**config.mk**
```make
export PLATFORM = sky130hd
export DESIGN_NAME = alu_control_unit
export DESIGN_NICKNAME = d
export VERILOG_FILES = /design/src/rtl/alu_pkg.sv /design/src/rtl/cu_dff.sv /design/src/rtl/alu_control_unit.sv
export SDC_FILE = /design/constraint.sdc
export NUM_CORES = 1
export LEC_CHECK = 0
export ABC_AREA = 1
export CELL_PAD_IN_SITES_DETAIL_PLACEMENT = 1
export CELL_PAD_IN_SITES_GLOBAL_PLACEMENT = 1
export CORE_MARGIN = 10
export CORE_UTILIZATION = 26
export DETAILED_ROUTE_END_ITERATION = 6
export PLACE_DENSITY_LB_ADDON = 0.08
export SLEW_MARGIN = 20
export SYNTH_ARGS = -nofsm -noshare
export SYNTH_HDL_FRONTEND = slang
export SYNTH_SLANG_ARGS = --single-unit
```
**constraint.sdc**
```tcl
create_clock -name clk -period 1.68 [get_ports clk]
set_input_delay 0.336 -clock clk [delete_from_list [all_inputs] [get_ports clk]]
set_output_delay 0.336 -clock clk [all_outputs]
set_load 0.1 [all_outputs]
```
**src/rtl/alu_pkg.sv**
```systemverilog
// Shared opcode and state-code definitions for the 16-bit ALU control unit and its datapath.
// State codes are the 5-bit binary index of each sequencer state S0..S22.
package alu_pkg;

    localparam logic [3:0] OP_ADD = 4'd0;
    localparam logic [3:0] OP_SUB = 4'd1;
    localparam logic [3:0] OP_MUL = 4'd2;
    localparam logic [3:0] OP_DIV = 4'd3;
    localparam logic [3:0] OP_MOD = 4'd4;
    localparam logic [3:0] OP_LSR = 4'd5;
    localparam logic [3:0] OP_LSL = 4'd6;
    localparam logic [3:0] OP_RSR = 4'd7;
    localparam logic [3:0] OP_RSL = 4'd8;
    localparam logic [3:0] OP_AND = 4'd9;
    localparam logic [3:0] OP_OR  = 4'd10;
    localparam logic [3:0] OP_XOR = 4'd11;
    localparam logic [3:0] OP_NOT = 4'd12;
    localparam logic [3:0] OP_CMP = 4'd13;
    localparam logic [3:0] OP_TST = 4'd14;
    localparam logic [3:0] OP_NOP = 4'd15;

    localparam logic [4:0] S0  = 5'd0;
    localparam logic [4:0] S1  = 5'd1;
    localparam logic [4:0] S2  = 5'd2;
    localparam logic [4:0] S3  = 5'd3;
    localparam logic [4:0] S4  = 5'd4;
    localparam logic [4:0] S5  = 5'd5;
    localparam logic [4:0] S6  = 5'd6;
    localparam logic [4:0] S7  = 5'd7;
    localparam logic [4:0] S8  = 5'd8;
    localparam logic [4:0] S9  = 5'd9;
    localparam logic [4:0] S10 = 5'd10;
    localparam logic [4:0] S11 = 5'd11;
    localparam logic [4:0] S12 = 5'd12;
    localparam logic [4:0] S13 = 5'd13;
    localparam logic [4:0] S14 = 5'd14;
    localparam logic [4:0] S15 = 5'd15;
    localparam logic [4:0] S16 = 5'd16;
    localparam logic [4:0] S17 = 5'd17;
    localparam logic [4:0] S18 = 5'd18;
    localparam logic [4:0] S19 = 5'd19;
    localparam logic [4:0] S20 = 5'd20;
    localparam logic [4:0] S21 = 5'd21;
    localparam logic [4:0] S22 = 5'd22;

    // Shift/rotate opcodes each own one working state; anything else falls back to idle.
    function automatic logic [4:0] shiftState(input logic [3:0] op);
        logic [4:0] st;
        st = S0;
        case (op)
            OP_LSR:  st = S15;
            OP_LSL:  st = S16;
            OP_RSR:  st = S17;
            OP_RSL:  st = S18;
            default: st = S0;
        endcase
        return st;
    endfunction

endpackage

```
**src/rtl/cu_dff.sv**
```systemverilog
// One bit of the control-unit state register, cleared asynchronously while rst_b is low.
module cu_dff (
    input  logic clk,
    input  logic rst_b,
    input  logic d,
    output logic q
);

    always_ff @(posedge clk or negedge rst_b) begin
        if (!rst_b)
            q <= 1'b0;
        else
            q <= d;
    end

endmodule

```
**src/rtl/alu_control_unit.sv**
```systemverilog
// Moore sequencer for the 16-bit ALU datapath: decodes the state into 19 one-per-state
// strobes and a one-cycle finish pulse.
module alu_control_unit
    import alu_pkg::*;
(
    input  logic        clk,
    input  logic        rst_b,
    input  logic [3:0]  s,
    input  logic        start,
    input  logic        q0,
    input  logic        q_1,
    input  logic        a_16,
    input  logic        cmp_cnt_m4,
    input  logic [3:0]  cnt,
    output logic [18:0] c,
    output logic        finish
);

    logic [4:0] w_state;
    logic [4:0] w_nextState;
    logic       w_isDivMod;
    logic       w_lastIter;

    assign w_isDivMod = (s == OP_DIV) || (s == OP_MOD);
    assign w_lastIter = (cnt == 4'd15);

    cu_dff f0 (.clk(clk), .rst_b(rst_b), .d(w_nextState[0]), .q(w_state[0]));
    cu_dff f1 (.clk(clk), .rst_b(rst_b), .d(w_nextState[1]), .q(w_state[1]));
    cu_dff f2 (.clk(clk), .rst_b(rst_b), .d(w_nextState[2]), .q(w_state[2]));
    cu_dff f3 (.clk(clk), .rst_b(rst_b), .d(w_nextState[3]), .q(w_state[3]));
    cu_dff f4 (.clk(clk), .rst_b(rst_b), .d(w_nextState[4]), .q(w_state[4]));

    // S4/S5/S8 are shared by several operations, so their successor depends on the opcode.
    always_comb begin
        w_nextState = S0;
        case (w_state)
            S0:  w_nextState = start ? S1 : S0;
            S1:  w_nextState = S2;
            S2: begin
                case (s)
                    OP_ADD:                  w_nextState = S4;
                    OP_SUB:                  w_nextState = S5;
                    OP_MUL:                  w_nextState = S9;
                    OP_DIV, OP_MOD:          w_nextState = S11;
                    OP_LSR, OP_LSL,
                    OP_RSR, OP_RSL:          w_nextState = shiftState(s);
                    OP_AND, OP_TST:          w_nextState = S19;
                    OP_OR:                   w_nextState = S20;
                    OP_XOR:                  w_nextState = S21;
                    OP_NOT:                  w_nextState = S22;
                    OP_CMP:                  w_nextState = S3;
                    default:                 w_nextState = S10;
                endcase
            end
            S3:  w_nextState = S5;
            S4:  w_nextState = (s == OP_MUL) ? S7 : (w_isDivMod ? S12 : S6);
            S5: begin
                if (s == OP_CMP)
                    w_nextState = S0;
                else
                    w_nextState = (s == OP_MUL) ? S7 : (w_isDivMod ? S12 : S6);
            end
            S6:  w_nextState = (s == OP_MUL) ? S10 : S0;
            S7:  w_nextState = w_lastIter ? S6 : S8;
            S8: begin
                if (s == OP_MUL)
                    w_nextState = S9;
                else if (w_isDivMod)
                    w_nextState = S11;
                else
                    w_nextState = cmp_cnt_m4 ? S10 : shiftState(s);
            end
            S9: begin
                case ({q0, q_1})
                    2'b01:   w_nextState = S4;
                    2'b10:   w_nextState = S5;
                    default: w_nextState = S7;
                endcase
            end
            S10: w_nextState = S0;
            S11: w_nextState = a_16 ? S4 : S5;
            S12: w_nextState = w_lastIter ? S14 : S8;
            S14: begin
                if (s == OP_DIV)
                    w_nextState = S10;
                else if (s == OP_MOD)
                    w_nextState = S6;
                else
                    w_nextState = S0;
            end
            S15, S16, S17, S18: w_nextState = S8;
            S19: w_nextState = (s == OP_TST) ? S0 : S6;
            S20, S21, S22:      w_nextState = S6;
            default:            w_nextState = S0;
        endcase
    end

    always_comb begin
        c = 19'd0;
        case (w_state)
            S1:  c[0]  = 1'b1;
            S2:  c[1]  = 1'b1;
            S4:  c[2]  = 1'b1;
            S5:  c[3]  = 1'b1;
            S6:  c[4]  = 1'b1;
            S7:  c[5]  = 1'b1;
            S8:  c[6]  = 1'b1;
            S10: c[7]  = 1'b1;
            S11: c[8]  = 1'b1;
            S12: c[9]  = 1'b1;
            S14: c[10] = 1'b1;
            S15: c[11] = 1'b1;
            S16: c[12] = 1'b1;
            S17: c[13] = 1'b1;
            S18: c[14] = 1'b1;
            S19: c[15] = 1'b1;
            S20: c[16] = 1'b1;
            S21: c[17] = 1'b1;
            S22: c[18] = 1'b1;
            default: c = 19'd0;
        endcase
    end

    // MUL passes through S6 to emit A before Q, so only its final S10 signals completion.
    always_comb begin
        finish = 1'b0;
        case (w_state)
            S10:     finish = 1'b1;
            S6:      finish = (s != OP_MUL);
            S5:      finish = (s == OP_CMP);
            S19:     finish = (s == OP_TST);
            default: finish = 1'b0;
        endcase
    end

endmodule

```
==> summary.md, run 1 <==
| Metric | Value |
|---|---|
| Syn Area/Cell | 5.012 um^2 |
| Combinational family with the most area after synthesis | simple AND/OR/NAND/NOR gates |
| Yosys Warn Count | 0 |
| Htree depth | 1 |
| Mux cell area share after synthesis | 0 |
| Largest net degree at the start of global routing | 7 |
| Clk root buf | clkbuf_4 |
| GR repair worst EP | finish |
| Hpwl dp | 3.741 mm |
| Synth Area in Compound Gates | 0.1113 |
| Initial antenna violation count | 0 |
| Seq/Total Area, Yosys | 0.1504 |
| Core Rows | 20 |
| Die Span Y | 76.57 um |
| CTS Buffer Depth | 2 |
| Status | did not finish |
| Syn Inst Count | 166 |
| Die width | 76.57 um |
| Err | [ERROR DPL-0033] detailed placement checks failed during check placement. |
| Yosys cell types | 20 |
| XOR/XNOR share of the synthesized area | 0 |
| # IOs | 35 |
| Adder-Cell Fraction of Synth Area | 0.01504 |
| # port buffers | 34 |
| Clock sink count | 5 |
| Worst ep type | primary output |
| Synthesized area | 832.0 um^2 |
| CTS Buf Count | 3 |
| Initial Util | 0.2725 |
| Seq cells post-synth | 5 |
| Synthesized Nets | 182 |
| Failing step | global routing |
| Pre-CTS setup slack | -0.3307 ns |
| Post-Synth Simple-Gate Area | 0.5880 |
| GP Congestion | 0.8481 |
==> cell usage after synthesis (all sizes together) <==
| library cell | number | share of area |
|---|---|---|
| o21a | 1 | 0.0090 |
| and2 | 1 | 0.0075 |
| o21ai | 4 | 0.024 |
| nand2 | 51 | 0.24 |
| nand3b | 1 | 0.0090 |
| inv | 30 | 0.14 |
| dfrtp | 5 | 0.15 |
| nand4 | 3 | 0.023 |
| nor2 | 38 | 0.18 |
| o31ai | 2 | 0.018 |
| nand3 | 16 | 0.096 |
| o211ai | 2 | 0.018 |
| nor3 | 4 | 0.036 |
| a21oi | 7 | 0.042 |
| ha | 1 | 0.015 |
==> metrics by stage <==
stage / TNS (ns) / std cells / cell area (um^2) / hold WS, ns / util
3_3_place_gp: -0.9267 / 279 / 1784 / 0.5626 / 0.5844
3_5_place_dp: -1.500 / 279 / 1784 / 0.5702 / 0.5844
4_1_cts: -1.593 / 291 / 1939 / 0.3069 / 0.6352
2_1_floorplan: -6.759 / 166 / 925.9 / 0.04041 / -
==> cells by family after synthesis <==
logic type,count (synthesis)
adder cells (fa/ha/maj),1
flip-flops,5
AO/OA/AOI/OAI,16
AND/OR/NAND/NOR,114
buffers and inverters,30
==> repair_timing <==
action | in CTS
pin swaps | 8
resized for setup | 30
hold buffers | 0
endpoints found under the setup margin | 23
buffers inserted | 8
==> run 2: changes to the inputs <==
Settings changed: CELL_PAD_IN_SITES_DETAIL_PLACEMENT 1 to unset, CELL_PAD_IN_SITES_GLOBAL_PLACEMENT 1 to unset, CORE_AREA set to 10 10 71 73, CORE_MARGIN 10 to unset, CORE_UTILIZATION 26 to unset, DIE_AREA set to 0 0 81 83, PLACE_DENSITY_LB_ADDON 0.08 to 0.15.
==> run 2 against run 1 <==
  * The flow now finishes, with violations (setup timing)
  * Synthesized cell count unchanged
  * Area after synthesis unchanged
==> summary.md, run 2 <==
| Metric | Value |
|---|---|
| Via density | 4.451 |
| Mux cell area share after synthesis | 0 |
| Post-Synth Simple-Gate Area | 0.5880 |
| Synth Area in Compound Gates | 0.1113 |
| CP endpoint kind | output pin |
| Worst EP required | 1.34 ns |
| Yosys cell types | 20 |
| Fmax | 549.9 MHz |
| Die Span Y | 83 um |
| Async set-reset flop share out of synthesis | 1.000 |
| R2R cell count | 9 |
| Synthesized area | 832.0 um^2 |
| Routed WL | 3.427 mm |
| Final min period | 1.818 ns |
| Area delta synth->final | 141.4% |
| Post-synth top area share | 0.2211 |
| Top fanout value on the critical path | 3 |
| Setup Viol. Count Final | 13 |
| TritonCTS clock tree | yes |
| XOR/XNOR share of the synthesized area | 0 |
| Max IR drop VDD | 0.0007604 V |
| # port buffers | 34 |
| Clock sink count | 5 |
| Inserted Diodes | 0 |
| Most frequent cells in the layout | nand2_1, buf_4, nor2_1, buf_12, inv_1 |
| Share of cells above drive strength 1 | 0.4656 |
| Core area | 0.003633 mm^2 |
| Initial antenna violation count | 0 |
| Seq cells post-synth | 5 |
| Leakage | 0.9721 nW |
| Combinational family with the most area after synthesis | simple AND/OR/NAND/NOR gates |
| Crit Reg-Reg Startpoint | f3.q |
| Drt pass-1 iters | 4 |
| Crit path DAT | 1.48 ns |
| Post-route cell area | 0.002008 mm^2 |
| Seq/Total Area, Yosys | 0.1504 |
| Die width | 81 um |
| First-pass GRT wire length | 5.692 mm |
| DRC violations left | 0 |
| Failing checks | setup timing |
| Initial Util | 0.2290 |
| Hold slack final | 0.3401 ns |
| CTS Buffer Depth | 2 |
| Max-slew headroom | 0.7838 |
| Worst Hold Class | primary input to async pin |
| Insertion delay to the later sink of the worst-skew pair | 0.21 ns |
| Crit path launch | f4.q |
| Fill cell count | 355 |
| Crit Path Class | register to output pin |
| CTS Buf Count | 3 |
| Critical Path Source Type | register |
| # IOs | 35 |
| Die ar. | 0.006723 mm^2 |
| Final setup TNS | -0.5783 ns |
| Clk root buf | clkbuf_8 |
| Synth top area cells | nand2_1, nor2_1, dfrtp_1, inv_1, nand3_1 |
| Wire per inst | 11.62 um |
| Top post-synthesis cells by count | nand2_1, nor2_1, inv_1, nand3_1, a21oi_1 |
| Count leader, synth | nand2_1 |
| Util after Layout | 0.5527 |
| GP Congestion | 0.9546 |
| Starting DRT DRC Count | 79 |
| Leading area contributor after synthesis | nand2_1 |
| Commonest non-fill, non-tap cell in the layout | nand2_1 |
| Ys flop type | dfrtp_1 |
| Placement Cell Area | 0.001729 mm^2 |
| Setup WS post-layout | -0.1384 ns |
| Critical Path Sink | finish |
| Slew @ Worst Pin | 0.3226 ns |
| Total power | 2.487 mW |
| Reg clk slew, reported paths | 0.03 ns |
| Power per cell area | 1238 mW/mm^2 |
| Flop2flop setup slack | 0.05 ns |
| Synthesized Nets | 182 |
| Nets | 264 |
| Yosys Warn Count | 0 |
| Final antenna-violating net count | 0 |
| Post-synth EDFFs | 0 |
| GRT Resource Usage Total | 0.09791 |
| Vias in the first global route | 1264 |
| Htree depth | 1 |
| Largest net degree at the start of global routing | 8 |
| Setup Skew | 0.002649 ns |
| RSZ-0062 raised after global routing | yes |
| Core Rows | 22 |
| Slew Viols, Final | 0 |
| Syn Area/Cell | 5.012 um^2 |
| Adder-Cell Fraction of Synth Area | 0.01504 |
| Fin. Hold Viols | 0 |
| Hpwl dp | 2.853 mm |
| Status | complete, but fails checks |
| Routed vias | 1313 |
| Max cap viols | 0 |
| Reg2reg end | f1.q |
| Tcrit/Tclk final | 1.082 |
| GRT overflow | 0 |
| Syn Inst Count | 166 |
## run 2: cell families after synthesis
family                     count (synthesis)
and+or+nand+nor                          114
buffers and inverters                     30
AOI/OAI and AO/OA                         16
DFF                                        5
adders and majority gates                  1
## run 2: through the flow
| step | cells | setup WS [ns] |
|---|---|---|
| finish | 295 | -0.1384 |
| global route | 295 | -0.2231 |
| global placement | 275 | -0.3169 |
| floorplan | 166 | -1.378 |
| detailed placement | 275 | -0.3558 |
| CTS | 285 | -0.1346 |
## run 2: per-layer routing
| layer | GRT usage | up-vias | part of all wire |
|---|---|---|---|
| met4 | 0.01721 | 0 | 0.013 |
| met2 | 0.1635 | 50 | 0.48 |
| met1 | 0.1177 | 572 | 0.42 |
| met5 | 0 | - | 0 |
| met3 | 0.03341 | 4 | 0.087 |
| li1 | - | 687 | - |
## run 2: cell type report
cell class,count,area (um^2),area share
Clock buffer,4,45.04,0.02243
Timing Repair Buffer,77,884.6,0.4405
Tap cell,48,60.06,0.02991
Multi-Input combinational cell,131,760.7,0.3788
Inverter,30,127.6,0.06355
Sequential cell,5,130.1,0.06480
## run 2: worst min path at each step
stage                 to  slack, ns  cells after the start
finish              f2.q       0.34                      1
global route        f2.q       0.35                      1
CTS                 f2.q       0.34                      1
detailed placement  f2.q       0.57                      1
global placement    f2.q       0.56                      1
floorplan           f0.q       0.04                      0
## run 2: critical path: stages (launching register included)
cell and delay, ns:
dfrtp_2 0.41, inv_4 0.09, nand3_4 0.09, nor2_4 0.15, inv_2 0.04, o211ai_1 0.23, clkbuf_16 0.25
## run 2: repair_timing
item / CTS / global route
endpoints found under the hold margin: 0 / 0
gates resized for setup: 28 / 11
hold buffers: 0 / 0
setup endpoints to repair: 20 / 19
setup buffers: 6 / 10
pin swaps: 6 / 4
## run 2: power by group
| group | switching (mW) | total (mW) | internal (mW) |
|---|---|---|---|
| clock | 0.0497 | 0.212 | 0.162 |
| combinational | 1.21 | 2.02 | 0.816 |
| sequential | 0.0802 | 0.253 | 0.173 |
No activity file was read; power rests on OpenSTA's default activity.
==> run 3: changes to the inputs <==
Settings changed: DONT_BUFFER_PORTS set to 1.
==> run 3 against run 2 <==
  * The run still ends with setup timing left
  * Critical path depth did not move
  * Utilization fell by 4.1 points
  * Sequential power decreased by 2%
  * Combinational power up 5%
  * Critical path type unchanged
==> summary.md, run 3 (same netlist as run 2, synthesis figures left out) <==
| Metric | Value |
|---|---|
| Status | complete, but fails checks |
| Failing checks | setup timing |
| Initial Util | 0.2290 |
| Wire per inst | 13.13 um |
| Cell mode on critical path | inv_2 |
| GR Util met2 | 0.1751 |
| Met1 Use GR | 0.1170 |
| Crit Path Class | register to output pin |
| Largest stage delay, worst path | 0.44 ns |
| Max-slew headroom | 0.7795 |
| Crit-path cells | inv_2 > nand2_4 > nor2_4 > inv_2 > o211ai_1 > clkbuf_16 |
| Max cap viols | 0 |
| Core Rows | 22 |
| Htree depth | 1 |
| Commonest non-fill, non-tap cell in the layout | nand2_1 |
| Reg clk slew, reported paths | 0.04 ns |
| Power share of the combinational group | 0.818 |
| Fin. Hold Viols | 0 |
| Nets | 241 |
| Core area | 0.003633 mm^2 |
| Crit path DAT | 1.50 ns |
| RSZ-0062 raised after global routing | yes |
| Top cell family by delay on the critical path | flip-flops |
| Worst Hold Class | primary input to register |
| Sw frac | 0.5597 |
| GRT overflow | 0 |
| Critical Path Sink | finish |
| R2R cell count | 6 |
| Critical Path Stages | 6 |
| Cells on Worst Hold Path | 1 |
| Slew Viols, Final | 0 |
| # port buffers | 0 |
| Clk root buf | clkbuf_8 |
| Leakage | 0.8691 nW |
| Routed vias | 1233 |
| Max IR drop VDD | 0.0007344 V |
| GP Congestion | 0.8339 |
| Flop2flop setup slack | 0.09 ns |
| Met3 Use GR | 0.04095 |
| Via density | 4.533 |
| Vias in the first global route | 1267 |
| Post-route cell area | 0.001859 mm^2 |
| Die ar. | 0.006723 mm^2 |
| Tcrit/Tclk final | 1.095 |
| Setup Viol. Count Final | 11 |
| Die Span Y | 83 um |
| GRT Resource Usage Total | 0.1030 |
| DRC violations left | 0 |
| Insertion delay to the later sink of the worst-skew pair | 0.22 ns |
| Sequential power share | 0.095 |
| Gr busiest metal | met2 |
| Inserted Diodes | 0 |
| Placement Cell Area | 0.001514 mm^2 |
| Crit path launch | f3.q |
| First-pass GRT wire length | 5.816 mm |
| Routed WL | 3.571 mm |
| Slowest-stage cell, CP | dfrtp_2 |
| Hpwl dp | 2.935 mm |
| Final antenna-violating net count | 0 |
| Power per cell area | 1391 mW/mm^2 |
| CP endpoint kind | output pin |
| CTS Buf Count | 3 |
| Most frequent cells in the layout | nand2_1, buf_4, nor2_1, buf_12, nor2_4 |
| Slew @ Worst Pin | 0.3279 ns |
| Area delta synth->final | 123.5% |
| CTS Buffer Depth | 2 |
| Setup Skew | 0.001224 ns |
| Share of cells above drive strength 1 | 0.4911 |
| Initial antenna violation count | 0 |
| TritonCTS clock tree | yes |
| Buf+Inv Stages, Crit Path | 3 |
| Die width | 81 um |
| Setup WS post-layout | -0.1597 ns |
| Final setup TNS | -0.8518 ns |
| Final min period | 1.840 ns |
| Clock sink count | 5 |
| Psw | 1.448 mW |
| Hold slack final | 0.2488 ns |
| Fmax | 543.6 MHz |
| Clock group share of total power | 0.086 |
| Crit Reg-Reg Startpoint | f0.q |
| Reg2reg end | f4.q |
| Starting DRT DRC Count | 31 |
| Critical Path Source Type | register |
| # IOs | 35 |
| Drt pass-1 iters | 4 |
| Top fanout value on the critical path | 4 |
| Pint | 1.139 mW |
| Worst EP required | 1.34 ns |
| Largest net degree at the start of global routing | 8 |
==> run 3: changes by cell type in the layout (fill, tap and decap cells not counted), sizes merged <==
cell,before,now
clkdlybuf4s15,1,0
buf,62,52
clkdlybuf4s50,10,0
dlygate4sd3,0,1
clkinv,0,1
dlygate4sd2,3,0
clkbuf,5,4
==> run 3: worst min-delay path by stage <==
stage                           from   end  slack [ns]
after floorplan                rst_b  f0.q        0.04
after global placement         rst_b  f2.q        0.04
after detailed placement       rst_b  f2.q        0.04
after CTS                 cmp_cnt_m4  f4.q        0.24
after global routing      cmp_cnt_m4  f4.q        0.24
final                     cmp_cnt_m4  f4.q        0.25
==> run 3: cell type report <==
type	instances	area (um^2)
fillers	362	1774
flip-flops and latches	5	130.1
clock inverters	1	5.005
clock buffers	3	41.29
multi-input cells	131	828.3
repair buffers	54	664.4
inverters	30	130.1
well taps	48	60.06
==> run 3: routing by layer <==
metal  wire length (um)  vias up
li1                   -      636
met1               1383      540
met2               1752       50
met3                383        7
met4                 51        0
met5                  0        -
==> run 3: what timing repair did <==
action,4_1_cts,5_1_grt
buffers inserted,4,8
resized for setup,22,36
endpoints found under the hold margin,5,0
pin swaps,8,8
hold buffers,1,0
setup endpoints to repair,18,22
==> run 3: power by group through the flow <==
stage / clock, mW / combinational, mW / sequential, mW
floorplan: 0 / 1.03 / 0.231
global placement: 0 / 1.70 / 0.218
CTS: 0.231 / 1.85 / 0.235
finish: 0.223 / 2.12 / 0.247
global route: 0.243 / 2.25 / 0.255
detailed placement: 0 / 1.70 / 0.222
==> run 3: per-stage QoR <==
step	power, mW	utilization	instances	worst slack [ns]
after global routing	2.745	0.5117	272	-0.2140
after CTS	2.314	0.4587	264	-0.1674
after detailed placement	1.923	0.4167	255	0.006917
after global placement	1.914	0.4167	255	0.02476
final	2.586	0.5117	272	-0.1597
after floorplan	1.258	-	166	-1.378
